<file path="src/rtl/control_sequencer_if.sv">
// rtl/control_sequencer_if.sv - control strobe bundle between sequencer and datapath
interface control_sequencer_if;
    logic [31:0] IR;
    logic        Branch;
    logic        stop;
    logic        PCout, PCin, IncPc;
    logic        MARin;
    logic        MDRin, MDRout;
    logic [1:0]  mdr_read;
    logic        read, write;
    logic        IRin;
    logic        Yin;
    logic        Zlowin, Zlowout;
    logic [3:0]  control;
    logic        Rin, Rout, BAout;
    logic        GRA, GRB, GRC;
    logic        Cout;
    logic        CONin;
    logic        InPortout, OutPortin;
    logic        run;
    logic        done;

    modport master (
        input  IR, Branch, stop,
        output PCout, PCin, IncPc, MARin, MDRin, MDRout, mdr_read, read, write,
               IRin, Yin, Zlowin, Zlowout, control, Rin, Rout, BAout,
               GRA, GRB, GRC, Cout, CONin, InPortout, OutPortin, run, done
    );

    modport slave (
        output IR, Branch, stop,
        input  PCout, PCin, IncPc, MARin, MDRin, MDRout, mdr_read, read, write,
               IRin, Yin, Zlowin, Zlowout, control, Rin, Rout, BAout,
               GRA, GRB, GRC, Cout, CONin, InPortout, OutPortin, run, done
    );
endinterface

</file>
<file path="src/rtl/control_sequencer.sv">
// rtl/control_sequencer.sv - hardwired fetch/decode/execute step sequencer
module control_sequencer #(
    parameter logic [3:0] ALU_ADD = 4'd2,
    parameter logic [3:0] ALU_SUB = 4'd3,
    parameter logic [3:0] ALU_AND = 4'd4,
    parameter logic [3:0] ALU_OR  = 4'd5
) (
    input  logic                clk,
    input  logic                reset,
    control_sequencer_if.master bus
);
    localparam logic [4:0] OP_LD   = 5'b00000, OP_LDI  = 5'b00001, OP_ST   = 5'b00010;
    localparam logic [4:0] OP_ADD  = 5'b00011, OP_SUB  = 5'b00100, OP_AND  = 5'b00101;
    localparam logic [4:0] OP_OR   = 5'b00110, OP_ADDI = 5'b01100, OP_ANDI = 5'b01101;
    localparam logic [4:0] OP_ORI  = 5'b01110, OP_BR   = 5'b10010, OP_JR   = 5'b10100;
    localparam logic [4:0] OP_IN   = 5'b10110, OP_OUT  = 5'b10111, OP_HALT = 5'b11001;

    typedef enum logic [3:0] {
        S_RST = 4'd0, S_T0, S_T1, S_T2, S_T3, S_T4, S_T5, S_T6, S_T7, S_HALT
    } state_t;

    state_t      state, state_next;
    logic [4:0]  opcode;
    logic [3:0]  alu_op;
    logic        done_s;
    logic        unused_ir;

    assign opcode    = bus.IR[31:27];
    assign unused_ir = ^bus.IR[26:0];

    always_ff @(posedge clk) begin
        if (reset) state <= S_RST;
        else       state <= state_next;
    end

    always_comb begin
        alu_op = ALU_ADD;
        case (opcode)
            OP_SUB:          alu_op = ALU_SUB;
            OP_AND, OP_ANDI: alu_op = ALU_AND;
            OP_OR,  OP_ORI:  alu_op = ALU_OR;
            default:         alu_op = ALU_ADD;
        endcase
    end

    always_comb begin
        bus.PCout = 1'b0; bus.PCin = 1'b0; bus.IncPc = 1'b0; bus.MARin = 1'b0;
        bus.MDRin = 1'b0; bus.MDRout = 1'b0; bus.mdr_read = 2'b00;
        bus.read = 1'b0; bus.write = 1'b0; bus.IRin = 1'b0; bus.Yin = 1'b0;
        bus.Zlowin = 1'b0; bus.Zlowout = 1'b0; bus.control = 4'd0;
        bus.Rin = 1'b0; bus.Rout = 1'b0; bus.BAout = 1'b0;
        bus.GRA = 1'b0; bus.GRB = 1'b0; bus.GRC = 1'b0; bus.Cout = 1'b0;
        bus.CONin = 1'b0; bus.InPortout = 1'b0; bus.OutPortin = 1'b0;
        bus.run = (state != S_RST) && (state != S_HALT);
        done_s = 1'b0;
        state_next = state;

        case (state)
            S_RST:  state_next = S_T0;
            S_T0: begin
                bus.PCout = 1'b1; bus.MARin = 1'b1; bus.IncPc = 1'b1; bus.Zlowin = 1'b1;
                state_next = S_T1;
            end
            S_T1: begin
                bus.Zlowout = 1'b1; bus.PCin = 1'b1; bus.read = 1'b1;
                bus.MDRin = 1'b1; bus.mdr_read = 2'b01;
                state_next = S_T2;
            end
            S_T2: begin
                bus.MDRout = 1'b1; bus.IRin = 1'b1;
                state_next = S_T3;
            end
            S_T3: begin
                case (opcode)
                    OP_LD, OP_LDI, OP_ST: begin bus.GRB = 1'b1; bus.BAout = 1'b1; bus.Yin = 1'b1; end
                    OP_ADD, OP_SUB, OP_AND, OP_OR, OP_ADDI, OP_ANDI, OP_ORI: begin
                        bus.GRB = 1'b1; bus.Rout = 1'b1; bus.Yin = 1'b1;
                    end
                    OP_BR:  begin bus.GRA = 1'b1; bus.Rout = 1'b1; bus.CONin = 1'b1; end
                    OP_JR:  begin bus.GRA = 1'b1; bus.Rout = 1'b1; bus.PCin = 1'b1; done_s = 1'b1; end
                    OP_IN:  begin bus.InPortout = 1'b1; bus.GRA = 1'b1; bus.Rin = 1'b1; done_s = 1'b1; end
                    OP_OUT: begin bus.GRA = 1'b1; bus.Rout = 1'b1; bus.OutPortin = 1'b1; done_s = 1'b1; end
                    default: done_s = 1'b1;
                endcase
                state_next = S_T4;
            end
            // Unreachable (step, opcode) pairs finish the instruction so the FSM can never run past T7.
            S_T4: begin
                case (opcode)
                    OP_LD, OP_LDI, OP_ST: begin bus.Cout = 1'b1; bus.Zlowin = 1'b1; bus.control = ALU_ADD; end
                    OP_ADD, OP_SUB, OP_AND, OP_OR: begin
                        bus.GRC = 1'b1; bus.Rout = 1'b1; bus.Zlowin = 1'b1; bus.control = alu_op;
                    end
                    OP_ADDI, OP_ANDI, OP_ORI: begin bus.Cout = 1'b1; bus.Zlowin = 1'b1; bus.control = alu_op; end
                    OP_BR:   begin bus.PCout = 1'b1; bus.Yin = 1'b1; end
                    default: done_s = 1'b1;
                endcase
                state_next = S_T5;
            end
            S_T5: begin
                case (opcode)
                    OP_LD, OP_ST: begin bus.Zlowout = 1'b1; bus.MARin = 1'b1; end
                    OP_LDI, OP_ADD, OP_SUB, OP_AND, OP_OR, OP_ADDI, OP_ANDI, OP_ORI: begin
                        bus.Zlowout = 1'b1; bus.GRA = 1'b1; bus.Rin = 1'b1; done_s = 1'b1;
                    end
                    OP_BR:   begin bus.Cout = 1'b1; bus.Zlowin = 1'b1; bus.control = ALU_ADD; end
                    default: done_s = 1'b1;
                endcase
                state_next = S_T6;
            end
            S_T6: begin
                case (opcode)
                    OP_LD:   begin bus.read = 1'b1; bus.MDRin = 1'b1; bus.mdr_read = 2'b01; end
                    OP_ST:   begin bus.GRA = 1'b1; bus.Rout = 1'b1; bus.MDRin = 1'b1; end
                    OP_BR:   begin bus.Zlowout = 1'b1; bus.PCin = bus.Branch; done_s = 1'b1; end
                    default: done_s = 1'b1;
                endcase
                state_next = S_T7;
            end
            S_T7: begin
                case (opcode)
                    OP_LD:   begin bus.MDRout = 1'b1; bus.GRA = 1'b1; bus.Rin = 1'b1; done_s = 1'b1; end
                    OP_ST:   begin bus.write = 1'b1; done_s = 1'b1; end
                    default: done_s = 1'b1;
                endcase
            end
            default: state_next = S_HALT;
        endcase

        if (done_s)
            state_next = (bus.stop || (opcode == OP_HALT)) ? S_HALT : S_T0;
        bus.done = done_s;
    end
endmodule

</file>
<file path="src/flat_wrapper.sv">
// flat-port wrapper written by rule: the top's interface ports become plain ports
module control_sequencer_flat 
#(
    parameter logic [3:0] ALU_ADD = 4'd2,
    parameter logic [3:0] ALU_SUB = 4'd3,
    parameter logic [3:0] ALU_AND = 4'd4,
    parameter logic [3:0] ALU_OR  = 4'd5
)
  (clk, reset, bus_IR, bus_Branch, bus_stop, bus_PCout, bus_PCin, bus_IncPc, bus_MARin, bus_MDRin, bus_MDRout, bus_mdr_read, bus_read, bus_write, bus_IRin, bus_Yin, bus_Zlowin, bus_Zlowout, bus_control, bus_Rin, bus_Rout, bus_BAout, bus_GRA, bus_GRB, bus_GRC, bus_Cout, bus_CONin, bus_InPortout, bus_OutPortin, bus_run, bus_done);
  control_sequencer_if bus_i ();
  input  logic clk;
  input  logic reset;
  input wire logic [$bits(bus_i.IR)-1:0] bus_IR;
  input wire logic [$bits(bus_i.Branch)-1:0] bus_Branch;
  input wire logic [$bits(bus_i.stop)-1:0] bus_stop;
  output wire logic [$bits(bus_i.PCout)-1:0] bus_PCout;
  output wire logic [$bits(bus_i.PCin)-1:0] bus_PCin;
  output wire logic [$bits(bus_i.IncPc)-1:0] bus_IncPc;
  output wire logic [$bits(bus_i.MARin)-1:0] bus_MARin;
  output wire logic [$bits(bus_i.MDRin)-1:0] bus_MDRin;
  output wire logic [$bits(bus_i.MDRout)-1:0] bus_MDRout;
  output wire logic [$bits(bus_i.mdr_read)-1:0] bus_mdr_read;
  output wire logic [$bits(bus_i.read)-1:0] bus_read;
  output wire logic [$bits(bus_i.write)-1:0] bus_write;
  output wire logic [$bits(bus_i.IRin)-1:0] bus_IRin;
  output wire logic [$bits(bus_i.Yin)-1:0] bus_Yin;
  output wire logic [$bits(bus_i.Zlowin)-1:0] bus_Zlowin;
  output wire logic [$bits(bus_i.Zlowout)-1:0] bus_Zlowout;
  output wire logic [$bits(bus_i.control)-1:0] bus_control;
  output wire logic [$bits(bus_i.Rin)-1:0] bus_Rin;
  output wire logic [$bits(bus_i.Rout)-1:0] bus_Rout;
  output wire logic [$bits(bus_i.BAout)-1:0] bus_BAout;
  output wire logic [$bits(bus_i.GRA)-1:0] bus_GRA;
  output wire logic [$bits(bus_i.GRB)-1:0] bus_GRB;
  output wire logic [$bits(bus_i.GRC)-1:0] bus_GRC;
  output wire logic [$bits(bus_i.Cout)-1:0] bus_Cout;
  output wire logic [$bits(bus_i.CONin)-1:0] bus_CONin;
  output wire logic [$bits(bus_i.InPortout)-1:0] bus_InPortout;
  output wire logic [$bits(bus_i.OutPortin)-1:0] bus_OutPortin;
  output wire logic [$bits(bus_i.run)-1:0] bus_run;
  output wire logic [$bits(bus_i.done)-1:0] bus_done;
  assign bus_i.IR = bus_IR;
  assign bus_i.Branch = bus_Branch;
  assign bus_i.stop = bus_stop;
  assign bus_PCout = bus_i.PCout;
  assign bus_PCin = bus_i.PCin;
  assign bus_IncPc = bus_i.IncPc;
  assign bus_MARin = bus_i.MARin;
  assign bus_MDRin = bus_i.MDRin;
  assign bus_MDRout = bus_i.MDRout;
  assign bus_mdr_read = bus_i.mdr_read;
  assign bus_read = bus_i.read;
  assign bus_write = bus_i.write;
  assign bus_IRin = bus_i.IRin;
  assign bus_Yin = bus_i.Yin;
  assign bus_Zlowin = bus_i.Zlowin;
  assign bus_Zlowout = bus_i.Zlowout;
  assign bus_control = bus_i.control;
  assign bus_Rin = bus_i.Rin;
  assign bus_Rout = bus_i.Rout;
  assign bus_BAout = bus_i.BAout;
  assign bus_GRA = bus_i.GRA;
  assign bus_GRB = bus_i.GRB;
  assign bus_GRC = bus_i.GRC;
  assign bus_Cout = bus_i.Cout;
  assign bus_CONin = bus_i.CONin;
  assign bus_InPortout = bus_i.InPortout;
  assign bus_OutPortin = bus_i.OutPortin;
  assign bus_run = bus_i.run;
  assign bus_done = bus_i.done;
  control_sequencer #(.ALU_ADD(ALU_ADD), .ALU_SUB(ALU_SUB), .ALU_AND(ALU_AND), .ALU_OR(ALU_OR)) u_core (.clk(clk), .reset(reset), .bus(bus_i));
endmodule
</file>
<file path="config.mk">
export PLATFORM = sky130hd
export DESIGN_NAME = control_sequencer_flat
export DESIGN_NICKNAME = d
export VERILOG_FILES = /design/src/rtl/control_sequencer_if.sv /design/src/rtl/control_sequencer.sv /design/src/flat_wrapper.sv
export SDC_FILE = /design/constraint.sdc
export NUM_CORES = 1
export LEC_CHECK = 0
export CORE_UTILIZATION = 33
export CTS_CLUSTER_DIAMETER = 30
export DETAILED_ROUTE_END_ITERATION = 10
export PLACE_DENSITY = 0.78
export SKIP_CTS_REPAIR_TIMING = 1
export SLEW_MARGIN = 15
export SYNTH_ARGS = -nofsm -noshare
export SYNTH_HDL_FRONTEND = slang
export SYNTH_SLANG_ARGS = --single-unit
export TNS_END_PERCENT = 50
</file>
<file path="constraint.sdc">
create_clock -name clk -period 2.6 [get_ports clk]
set_clock_uncertainty 0.1 [all_clocks]
set_input_delay 0.52 -clock clk [delete_from_list [all_inputs] [get_ports clk]]
set_output_delay 0.52 -clock clk [all_outputs]
set_load 0.005 [all_outputs]
</file>
==> run_results.csv <==
group,metric,value,unit
logic_synthesis,synth-seq-area-share,9.595,%
routing,via_per_inst,5.627,
sta,slew_violations,0,
routing,detail-route-antenna-nets,0,
pwr,seqPwrFrac,18.3,%
logic_synthesis,muxShareOfSynthArea,1.199,%
grt,antenna_found_initial,0,
final_layout,area_growth,106.7,%
setup_path,crit_type,"in -> out",
run_status,violations,"negative setup slack",
logic_synthesis,synthAdderAreaFrac,0,%
clock_network,clk_pin_slew,0.04,ns
setup_path,cp_data_required_time,1.98,ns
logic_synthesis,postSynthAreaPerCell,6.841,um^2
logic_synthesis,synthTopCellsByCount,"nor2_1, nor2b_1",
sta,fin_crit_sh,101.1,%
final_layout,nets,235,
routing,drt_wl_total,3762,um
logic_synthesis,synth.ff_latch_count,4,
grt,grt_pass1_vias,1198,
logic_synthesis,synthDistinctLibCells,45,
sta,grt_setup_unrepaired,"yes",
placement,finalWeightedCongestion,0.8374,
logic_synthesis,ys_warn_count,0,
clock_network,insertion_delay,0.24,ns
logic_synthesis,synth_most_common_cell,"nor2_1",
logic_synthesis,synth_top_area_share,9.595,%
logic_synthesis,synth_area_leaders,"dfxtp_1, nor2b_1, nor2_1",
setup_path,rr_worst_depth,6,
routing,drtIter0Drc,72,
final_layout,finalInstanceArea,1725,um^2
run_status,status,"finished, violations left",
setup_path,worst_setup_path_end_kind,"output port",
pwr,powerDensity,257.8,nW/um^2
logic_synthesis,synthXorXnorAreaFrac,4.198,%
final_layout,diodes,0,
sta,finalSetupViolations,1,
routing,vias,1266,
pwr,ir_worst_vdd,0.2344,mV
clock_network,numCtsBuffers,3,
final_layout,drive_above_1_share,41.12,%
logic_synthesis,yosysTopAreaCell,"dfxtp_1",
routing,detail_route.first_pass.iterations,4,
logic_synthesis,syn_inst,122,
pwr,p_switching,167.0,uW
logic_synthesis,synth_area,834.6,um^2
placement,dpl.hpwl,2519,um
floorplan,rows,17,
floorplan,core-area,2297,um^2
sta,hold_viol,0,
grt,grt_pass1_wl,5382,um
routing,wl_per_cell,16.72,um
hold_path,hold_depth,2,
pwr,power_leakage,0.001057,uW
logic_synthesis,synth_flop_cell,"dfxtp_1",
clock_network,cts_max_level,1,
floorplan,num_io_pins,66,
floorplan,start_util,36.33,%
final_layout,largest_reg_flops,4,
job,cap_violations,0,
placement,place_area,1468,um^2
clock_network,cts.path.max_buffers,2,
clock_network,cts_tree,"done",
logic_synthesis,synthSimpleGateAreaFrac,47.08,%
final_layout,postLayoutCoreUtil,75.11,%
grt,grt.total_usage,25.60,%
floorplan,fp.dieW,52.29,um
clock_network,clock-root-buffer,"clkbuf_4",
logic_synthesis,synth_top_family_by_area,"simple AND/OR/NAND/NOR gates",
pwr,pwr-share-clk,17.2,%
pwr,swShare,37.54,%
logic_synthesis,synth_edf_count,0,
sta,fmax,380.5,MHz
final_layout,reg_top3,"u_core.state x4",
sta,layout_setup_ws,-0.02836,ns
hold_path,min_path_type,"reg -> reg",
clock_network,cts_sinks,4,
grt,grt_start_max_net_pins,13,
setup_path,start_kind,"input pin",
floorplan,die-area,2734,um^2
logic_synthesis,async_flop_share,0,%
setup_path,arrival,2.01,ns
logic_synthesis,synth_compound_area_share,28.19,%
routing,drc_errors,0,
sta,fin_crit,2.628,ns
pwr,p_int,277.8,uW
pwr,pwr-share-comb,64.5,%
grt,gr-total-overflow,0,
setup_path,crit_fanout,5,
placement,io_buffers,36,
final_layout,nFillCells,175,
final_layout,top_register,"u_core.state",
floorplan,die_h,52.29,um
## metal layers
metal  GRT usage (%)  vias up  share of wire, %
met5               0        -                 0
met4           6.140        0               2.9
met3           1.449       15               6.1
met2           44.30       67                49
met1           34.13      586                42
li1                -      598                 -
## path summary, 6_finish.rpt
path	startpoint	end	slack [ns]
worst max-delay path	bus_IR[31]	bus_MDRout	-0.03
worst min-delay path	u_core.state[0]	u_core.state[0]	0.57
worst max register to register	u_core.state[1]	u_core.state[3]	0.93
worst min register to register	u_core.state[0]	u_core.state[0]	0.57
## critical path, cell delays in order
cell	delay [ns]
buf_2	0.14
buf_4	0.16
nor4_4	0.35
buf_4	0.19
a31o_2	0.15
clkdlybuf4s50_1	0.50
## cell type report
type	count	area [um^2]	share of cell area (%)
clock buffer	3	22.52	1.305
timing repair buffer	84	795.8	46.12
multi-input combinational	103	774.5	44.89
sequential	4	86.33	5.004
tap	28	35.03	2.030
inverter	3	11.26	0.6526
## power groups by stage
stage                     sequential [uW]  combinational [uW]  clock, uW
after global placement               78.4                 248          0
after floorplan                      73.4                 121          0
after CTS                            78.0                 256       79.7
after global routing                 82.1                 307       83.9
after detailed placement             78.8                 253          0
final                                81.6                 287       76.3
## through the flow
step	hold WS, ns	total power [uW]	setup WS [ns]	setup TNS [ns]	cells
finish	0.5708	444.8	-0.02836	-0.02836	225
global placement	0.5726	326.5	-0.5295	-9.867	214
detailed placement	0.5851	331.8	-0.5935	-11.06	214
global route	0.5946	472.7	-0.07882	-0.1676	225
CTS	0.5866	413.4	-0.6031	-11.39	217
floorplan	0.4894	194.1	0.5159	0	123
## kinds of logic (layout without fill, tap and decap cells)
kind of cell	count (synthesis)	count (layout)
AOI/OAI and AO/OA	31	31
xor gates and xnor gates	4	4
buffers and inverters	16	90
DFF	4	4
muxes	1	1
other	1	2
and+or+nand+nor	65	65
## cells in the final DEF, fill, tap and decap left out, drive strengths merged, types with 3 or more instances in the layout
cell           Yosys  routed
o21ai              5       5
a31oi              3       3
or3                4       4
nor4               4       4
clkdlybuf4s50      0       9
clkbuf             5       5
and2               3       3
nor3               5       5
xnor2              3       3
dfxtp              4       4
nor2              15      15
a21oi              3       3
nand2b             4       4
inv                3       3
nor3b              5       5
dlymetal6s2s       0      23
buf                8      50
nand2              5       5
nor2b             10      10
(Power assumes the default switching activity.)
